File: src/rtl/scfifo_pkg.sv
// Shared constants and sizing helpers for the single-clock show-ahead FIFO.
package scfifo_pkg;

  localparam int MODE_NORMAL     = 0;
  localparam int MODE_SHOW_AHEAD = 1;

  // Storage depth in words for a given log2 depth.
  function automatic int depth_of(input int log_depth);
    return 1 << log_depth;
  endfunction

  // usedw must represent 0..DEPTH inclusive, hence one bit wider than a pointer.
  function automatic int usedw_width(input int log_depth);
    return log_depth + 1;
  endfunction

endpackage

File: src/rtl/scfifo_ram_1r1w.sv
// Simple dual-port RAM, one clock, registered read port with synchronous clear
// of the read register only (array contents are never cleared).
module scfifo_ram_1r1w #(
  parameter int WIDTH      = 20,
  parameter int ADDR_WIDTH = 5
) (
  input  logic                  clk,
  input  logic                  wr_en,
  input  logic [ADDR_WIDTH-1:0] wr_addr,
  input  logic [WIDTH-1:0]      wr_data,
  input  logic                  rd_en,
  input  logic                  rd_clr,
  input  logic [ADDR_WIDTH-1:0] rd_addr,
  output logic [WIDTH-1:0]      rd_data
);

  (* ramstyle = "MLAB" *) logic [WIDTH-1:0] mem [2**ADDR_WIDTH];

  // Write port.
  always_ff @(posedge clk) begin
    if (wr_en) mem[wr_addr] <= wr_data;
  end

  // Registered read; old data is returned on a same-address write.
  always_ff @(posedge clk) begin
    if (rd_clr)     rd_data <= '0;
    else if (rd_en) rd_data <= mem[rd_addr];
  end

endmodule

File: src/rtl/scfifo_showahead.sv
// Single-clock FIFO with optional show-ahead output, programmable almost
// thresholds and sticky overflow/underflow flags.
// Optional build macro SCFIFO_PARITY_EN: stores an even-parity bit per word
// and adds the parity_err output.
module scfifo_showahead
  import scfifo_pkg::*;
#(
  parameter int LOG_DEPTH  = 5,
  parameter int WIDTH      = 20,
  parameter int SHOW_AHEAD = MODE_NORMAL
) (
  input  logic                 clk,
  input  logic                 aclr,
  input  logic                 wrreq,
  input  logic [WIDTH-1:0]     data,
  input  logic                 rdreq,
  output logic [WIDTH-1:0]     q,
  output logic                 full,
  output logic                 empty,
  output logic [LOG_DEPTH:0]   usedw,
  input  logic [LOG_DEPTH:0]   almost_full_thr,
  input  logic [LOG_DEPTH:0]   almost_empty_thr,
  output logic                 almost_full,
  output logic                 almost_empty,
  output logic                 overflow,
  output logic                 underflow,
  input  logic                 clear_err
`ifdef SCFIFO_PARITY_EN
  ,
  output logic                 parity_err
`endif
);

  localparam int DEPTH = depth_of(LOG_DEPTH);
  localparam int UW    = usedw_width(LOG_DEPTH);
`ifdef SCFIFO_PARITY_EN
  localparam int MW    = WIDTH + 1;
`else
  localparam int MW    = WIDTH;
`endif
  localparam bit SA    = (SHOW_AHEAD == MODE_SHOW_AHEAD);

  localparam logic [UW-1:0]        CNT_ONE  = UW'(1);
  localparam logic [UW-1:0]        CNT_FULL = UW'(DEPTH);
  localparam logic [LOG_DEPTH-1:0] PTR_ONE  = LOG_DEPTH'(1);

  logic [LOG_DEPTH-1:0] wr_ptr, rd_ptr;
  logic [UW-1:0]        usedw_r, usedw_nxt;
  logic [UW-1:0]        ram_cnt, ram_cnt_nxt;   // words still in the array (excludes head register)
  logic                 head_vld, head_vld_nxt; // show-ahead: read register holds a live word
  logic                 full_r, empty_r, empty_nxt;
  logic                 af_r, ae_r, ovf_r, unf_r;
  logic                 wr_ok, rd_ok, fetch;
  logic [MW-1:0]        wr_word, rd_word;

  assign wr_ok = wrreq & ~full_r;
  assign rd_ok = rdreq & ~empty_r;

  // Array read scheduling, occupancy and next flag values.
  always_comb begin
    fetch = rd_ok;
    if (SA) fetch = (ram_cnt != '0) && (!head_vld || rd_ok);

    usedw_nxt = usedw_r;
    if (wr_ok && !rd_ok)      usedw_nxt = usedw_r + CNT_ONE;
    else if (rd_ok && !wr_ok) usedw_nxt = usedw_r - CNT_ONE;

    ram_cnt_nxt = ram_cnt;
    if (wr_ok && !fetch)      ram_cnt_nxt = ram_cnt + CNT_ONE;
    else if (fetch && !wr_ok) ram_cnt_nxt = ram_cnt - CNT_ONE;

    head_vld_nxt = head_vld;
    if (fetch)      head_vld_nxt = 1'b1;
    else if (rd_ok) head_vld_nxt = 1'b0;

    // In show-ahead mode a word is only readable once it sits in the read register.
    empty_nxt = SA ? !head_vld_nxt : (usedw_nxt == '0);
  end

  // Pointers, counters and registered status flags.
  always_ff @(posedge clk) begin
    if (aclr) begin
      wr_ptr   <= '0;
      rd_ptr   <= '0;
      usedw_r  <= '0;
      ram_cnt  <= '0;
      head_vld <= 1'b0;
      full_r   <= 1'b0;
      empty_r  <= 1'b1;
      af_r     <= 1'b0;
      ae_r     <= 1'b1;
      ovf_r    <= 1'b0;
      unf_r    <= 1'b0;
    end else begin
      if (wr_ok) wr_ptr <= wr_ptr + PTR_ONE;
      if (fetch) rd_ptr <= rd_ptr + PTR_ONE;
      usedw_r  <= usedw_nxt;
      ram_cnt  <= ram_cnt_nxt;
      head_vld <= head_vld_nxt;
      full_r   <= (usedw_nxt == CNT_FULL);
      empty_r  <= empty_nxt;
      af_r     <= (usedw_nxt >= almost_full_thr);
      ae_r     <= (usedw_nxt <= almost_empty_thr);
      ovf_r    <= (wrreq & full_r)  | (ovf_r & ~clear_err);
      unf_r    <= (rdreq & empty_r) | (unf_r & ~clear_err);
    end
  end

`ifdef SCFIFO_PARITY_EN
  assign wr_word    = {^data, data};
  assign q          = rd_word[WIDTH-1:0];
  assign parity_err = ^rd_word;
`else
  assign wr_word = data;
  assign q       = rd_word;
`endif

  scfifo_ram_1r1w #(
    .WIDTH      (MW),
    .ADDR_WIDTH (LOG_DEPTH)
  ) u_ram (
    .clk     (clk),
    .wr_en   (wr_ok & ~aclr),
    .wr_addr (wr_ptr),
    .wr_data (wr_word),
    .rd_en   (fetch & ~aclr),
    .rd_clr  (aclr),
    .rd_addr (rd_ptr),
    .rd_data (rd_word)
  );

  assign usedw        = usedw_r;
  assign full         = full_r;
  assign empty        = empty_r;
  assign almost_full  = af_r;
  assign almost_empty = ae_r;
  assign overflow     = ovf_r;
  assign underflow    = unf_r;

endmodule

File: config.mk
export PLATFORM = sky130hd
export DESIGN_NAME = scfifo_showahead
export DESIGN_NICKNAME = d
export VERILOG_FILES = /design/src/rtl/scfifo_pkg.sv /design/src/rtl/scfifo_ram_1r1w.sv /design/src/rtl/scfifo_showahead.sv
export SDC_FILE = /design/constraint.sdc
export NUM_CORES = 1
export LEC_CHECK = 0
export ABC_AREA = 1
export BUFFER_PORTS_ARGS = -buffer_cell sky130_fd_sc_hd__buf_4
export CAP_MARGIN = 10
export CORE_MARGIN = 4
export CORE_UTILIZATION = 59
export CTS_BUF_LIST = sky130_fd_sc_hd__clkbuf_4
export CTS_CLUSTER_DIAMETER = 30
export DETAILED_ROUTE_END_ITERATION = 10
export PLACE_DENSITY = 0.79
export SYNTH_ARGS = -nofsm -noshare
export SYNTH_HDL_FRONTEND = slang
export SYNTH_SLANG_ARGS = --single-unit
export TNS_END_PERCENT = 5
File: constraint.sdc
create_clock -name clk -period 2.47 [get_ports clk]
set_input_delay 0.741 -clock clk [delete_from_list [all_inputs] [get_ports clk]]
set_output_delay 0.741 -clock clk [all_outputs]
set_load 0.005 [all_outputs]
==> results by group <==
Placement
  • Area after DPL: 30,720 sq um
  • Cells after DPL: 3,401
  • Place WS: -0.06207 ns
  • Post-DP HPWL: 43,850 microns
  • Port buffer count: 68
  • Gpl congestion: 0.9025

Detailed routing
  • Wirelength, routed: 72,670 microns
  • WL/cell: 19.60 microns
  • First-pass DRT Iterations: 8
  • Via count: 20,840
  • DRC viols: 0
  • First DRT Iteration DRCs: 3,025
  • Vias per std cell: 5.620
  • DRT antenna net count: 0

Finish
  • Area delta synth->final: 14.34%
  • Fillers: 3,340
  • Nets: 3,016
  • Layout cells sized above 1: 0.1550
  • Post-route cell area: 33,040 sq um
  • Finished Core Util: 0.6878
  • Final std cells w/o fill: 3,707

GRT
  • Largest net degree at the start of global routing: 149
  • Vias in the first global route: 20,590
  • Total congestion overflow: 0
  • Tot GR Track Use: 0.2780
  • Antenna violations before repair: 2
  • First-pass GRT wire length: 112,200 microns

Timing
  • Final worst slack: 0.1370 ns
  • Worst hold margin: 0.1023 ns
  • Post-layout minimum cycle time: 2.333 ns
  • Worst slew margin: 0.4660
  • Setup Viol. Count Final: 0
  • Max Transition Viols Final: 0
  • Sum Neg Setup Slack: 0 ns
  • Hold Vio Cnt, Final: 0
  • Tcrit/Tclk final: 0.9445
  • Worst slew pin tran: 0.8011 ns
  • RSZ-0062 raised after global routing: false
  • Fmax: 428.6 MHz
  • Skew final: 0.04298 ns

Synthesis
  • Cell Area, Synth: 28,900 sq um
  • Sequential fraction of the synthesis area: 0.6941
  • Synthesized flop and latch total: 682
  • Main flop type after synthesis: edfxtp_1
  • Synth top area cells: edfxtp_1, nand2_1, nand3_1
  • Ys async rst share: 0
  • EDFF count, synth: 640
  • Synthesized-area fraction occupied by adder cells: 0.008226
  • Mapped Avg Cell Area: 10.52 sq um
  • Yosys cell types: 29
  • Synth Area in XOR/XNOR: 0.0005628
  • Syn Nets: 2,804
  • Top cell type's share of synthesized area: 0.6650
  • Post-synthesis mux area share: 0
  • Synth Area in Compound Gates: 0.01992
  • Post-synth top area cell: edfxtp_1
  • YS warnings: 0
  • Synth Area in Simple Gates: 0.2112
  • Cells after Synth: 2,748
  • Largest family of logic cells by synthesized area: simple AND/OR/NAND/NOR gates

Pwr
  • Switching fraction of total power: 0.2474
  • Total net switching power: 6.252 mW
  • Leakage power total: 13.51 nW
  • Peak supply drop: 576.7 uV
  • Pwr Density: 764.8 nW/um^2
  • Sequential Power Share: 0.506
  • Combinational share of power: 0.103
  • Total power: 25.27 mW
  • P_int: 19.02 mW
  • Clock Power Share: 0.390

Floorplanning
  • # rows: 80
  • I/O pin total: 69
  • Chip height: 229.3 microns
  • CORE AREA: 48,050 sq um
  • Initial core utilization: 0.6015
  • Die X: 229.3 microns
  • Die area: 52,590 sq um

Worst setup path
  • Top delay family on crit path: flip-flops
  • WS Path Type: flop to primary output
  • Crit path DAT: 1.59 ns
  • R2R depth: 8
  • Critical path required time: 1.73 ns
  • Worst R2R Setup Slack: 0.27 ns
  • Crit path max-delay cell type: dfxtp_1
  • Reg-to-Reg Start: rd_ptr[2]
  • Cells along the critical path: buf_4
  • Critical Path End Type: primary output
  • Critical path peak fanout: 2
  • Critical Path Source Type: flop
  • Slowest stage delay, CP: 0.46 ns
  • R2r endpoint: u_ram.rd_data[18]
  • CP bufs+invs: 1

Clocking
  • Clock latency on the worst-skew pair: 0.98 ns
  • Number of setup buffers added after CTS: 0
  • Root buf cell: clkbuf_4
  • Clk sinks: 682
  • Max clock buf depth: 3
  • Clk pin slew, worst setup/hold paths: 0.06 ns
  • H-tree depth: 4
  • Post-CTS Resized: 0
  • Cts hold-fix bufs: 3
  • TritonCTS Buffers: 169
  • TritonCTS clock tree: done

Run status
  • Status: finished clean

Worst hold path
  • Hold Path Sink: overflow
  • Min-Delay Startpoint: wrreq
  • HP Class: primary input to flop
  • Hold Path Stages: 3

Job
  • Max Cap Viol: 0
[Yosys cell counts (2+ instances only)]
master	instances
a21oi_1	73
o21ai_0	21
o21ai_1	12
nor2_2	2
buf_2	54
buf_1	6
o211ai_1	4
edfxtp_1	640
nand2_1	907
inv_1	305
nand3_1	392
ha_1	19
buf_4	29
buf_6	6
nand4_1	3
nor3_1	7
nor2_1	171
clkbuf_1	44
dfxtp_1	42
clkinv_1	2
[worst max-delay path by stage]
| stage | start | end | slack, ns | depth (start not counted) |
|---|---|---|---|---|
| finish | u_ram.rd_data[6] | q[6] | 0.14 | 1 |
| global route | full | full | 0.07 | 1 |
| CTS | u_ram.rd_data[9] | q[9] | 0.06 | 1 |
| detailed placement | wrreq | almost_empty | -0.06 | 15 |
| global placement | wrreq | almost_empty | -0.04 | 15 |
| floorplan | aclr | u_ram.mem[11][0] | -0.15 | 4 |
[state kept, by name, indices dropped and copies added (netlist names)]
signal / count
almost_empty: 1
almost_full: 1
empty: 1
full: 1
overflow: 1
rd_ptr: 5
u_ram.mem: 640
u_ram.rd_data: 20
underflow: 1
usedw: 6
wr_ptr: 5
[cell type report]
class / instances / area, sq um / area share
tap: 615 / 769.5 / 0.02329
sequential: 682 / 20070 / 0.6073
multi-input combinational: 1618 / 7017 / 0.2123
timing repair buffer: 180 / 1722 / 0.05210
inverter: 309 / 1172 / 0.03548
clock buffer: 245 / 1839 / 0.05566
antenna: 2 / 5.005 / 0.0001515
clock inverter: 56 / 451.7 / 0.01367
[layer usage]
layer,global-route usage,up-vias,routed length [microns]
met5,0,-,0
li1,-,9607,-
met4,0.1054,0,2082
met3,0.06200,170,7990
met2,0.4534,1266,35230
met1,0.3697,9792,27370
[logic make-up (layout without fill, tap and decap cells)]
family	Yosys count	in the layout
and+or+nand+nor	1486	1486
other	0	2
adders and majority gates	19	19
xor gates and xnor gates	1	1
buffers and inverters	448	790
DFF	682	682
AOI/OAI and AO/OA	112	112
[placed cells by master (no fill, tap or decap), drive strengths merged]
cell / n
and2: 1
nor2: 174
nand3: 392
o211ai: 4
a21oi: 73
nand4: 3
edfxtp: 640
dfxtp: 42
buf: 177
diode: 2
o22ai: 1
xor2: 1
o2111ai: 1
ha: 19
clkbuf: 245
nor3: 7
bufinv: 9
o21ai: 33
or2: 1
inv: 308
nand2: 908
dlygate4sd3: 3
clkinv: 48
[power groups by stage]
stage               registers, mW  logic, mW  clock network (mW)
floorplan                    13.0       1.68                   0
global placement             13.0       2.49                   0
detailed placement           13.0       2.55                   0
CTS                          12.8       2.58                10.0
global route                 12.8       2.89                10.8
finish                       12.8       2.61                9.87
Power figures use the tool's default switching activity.
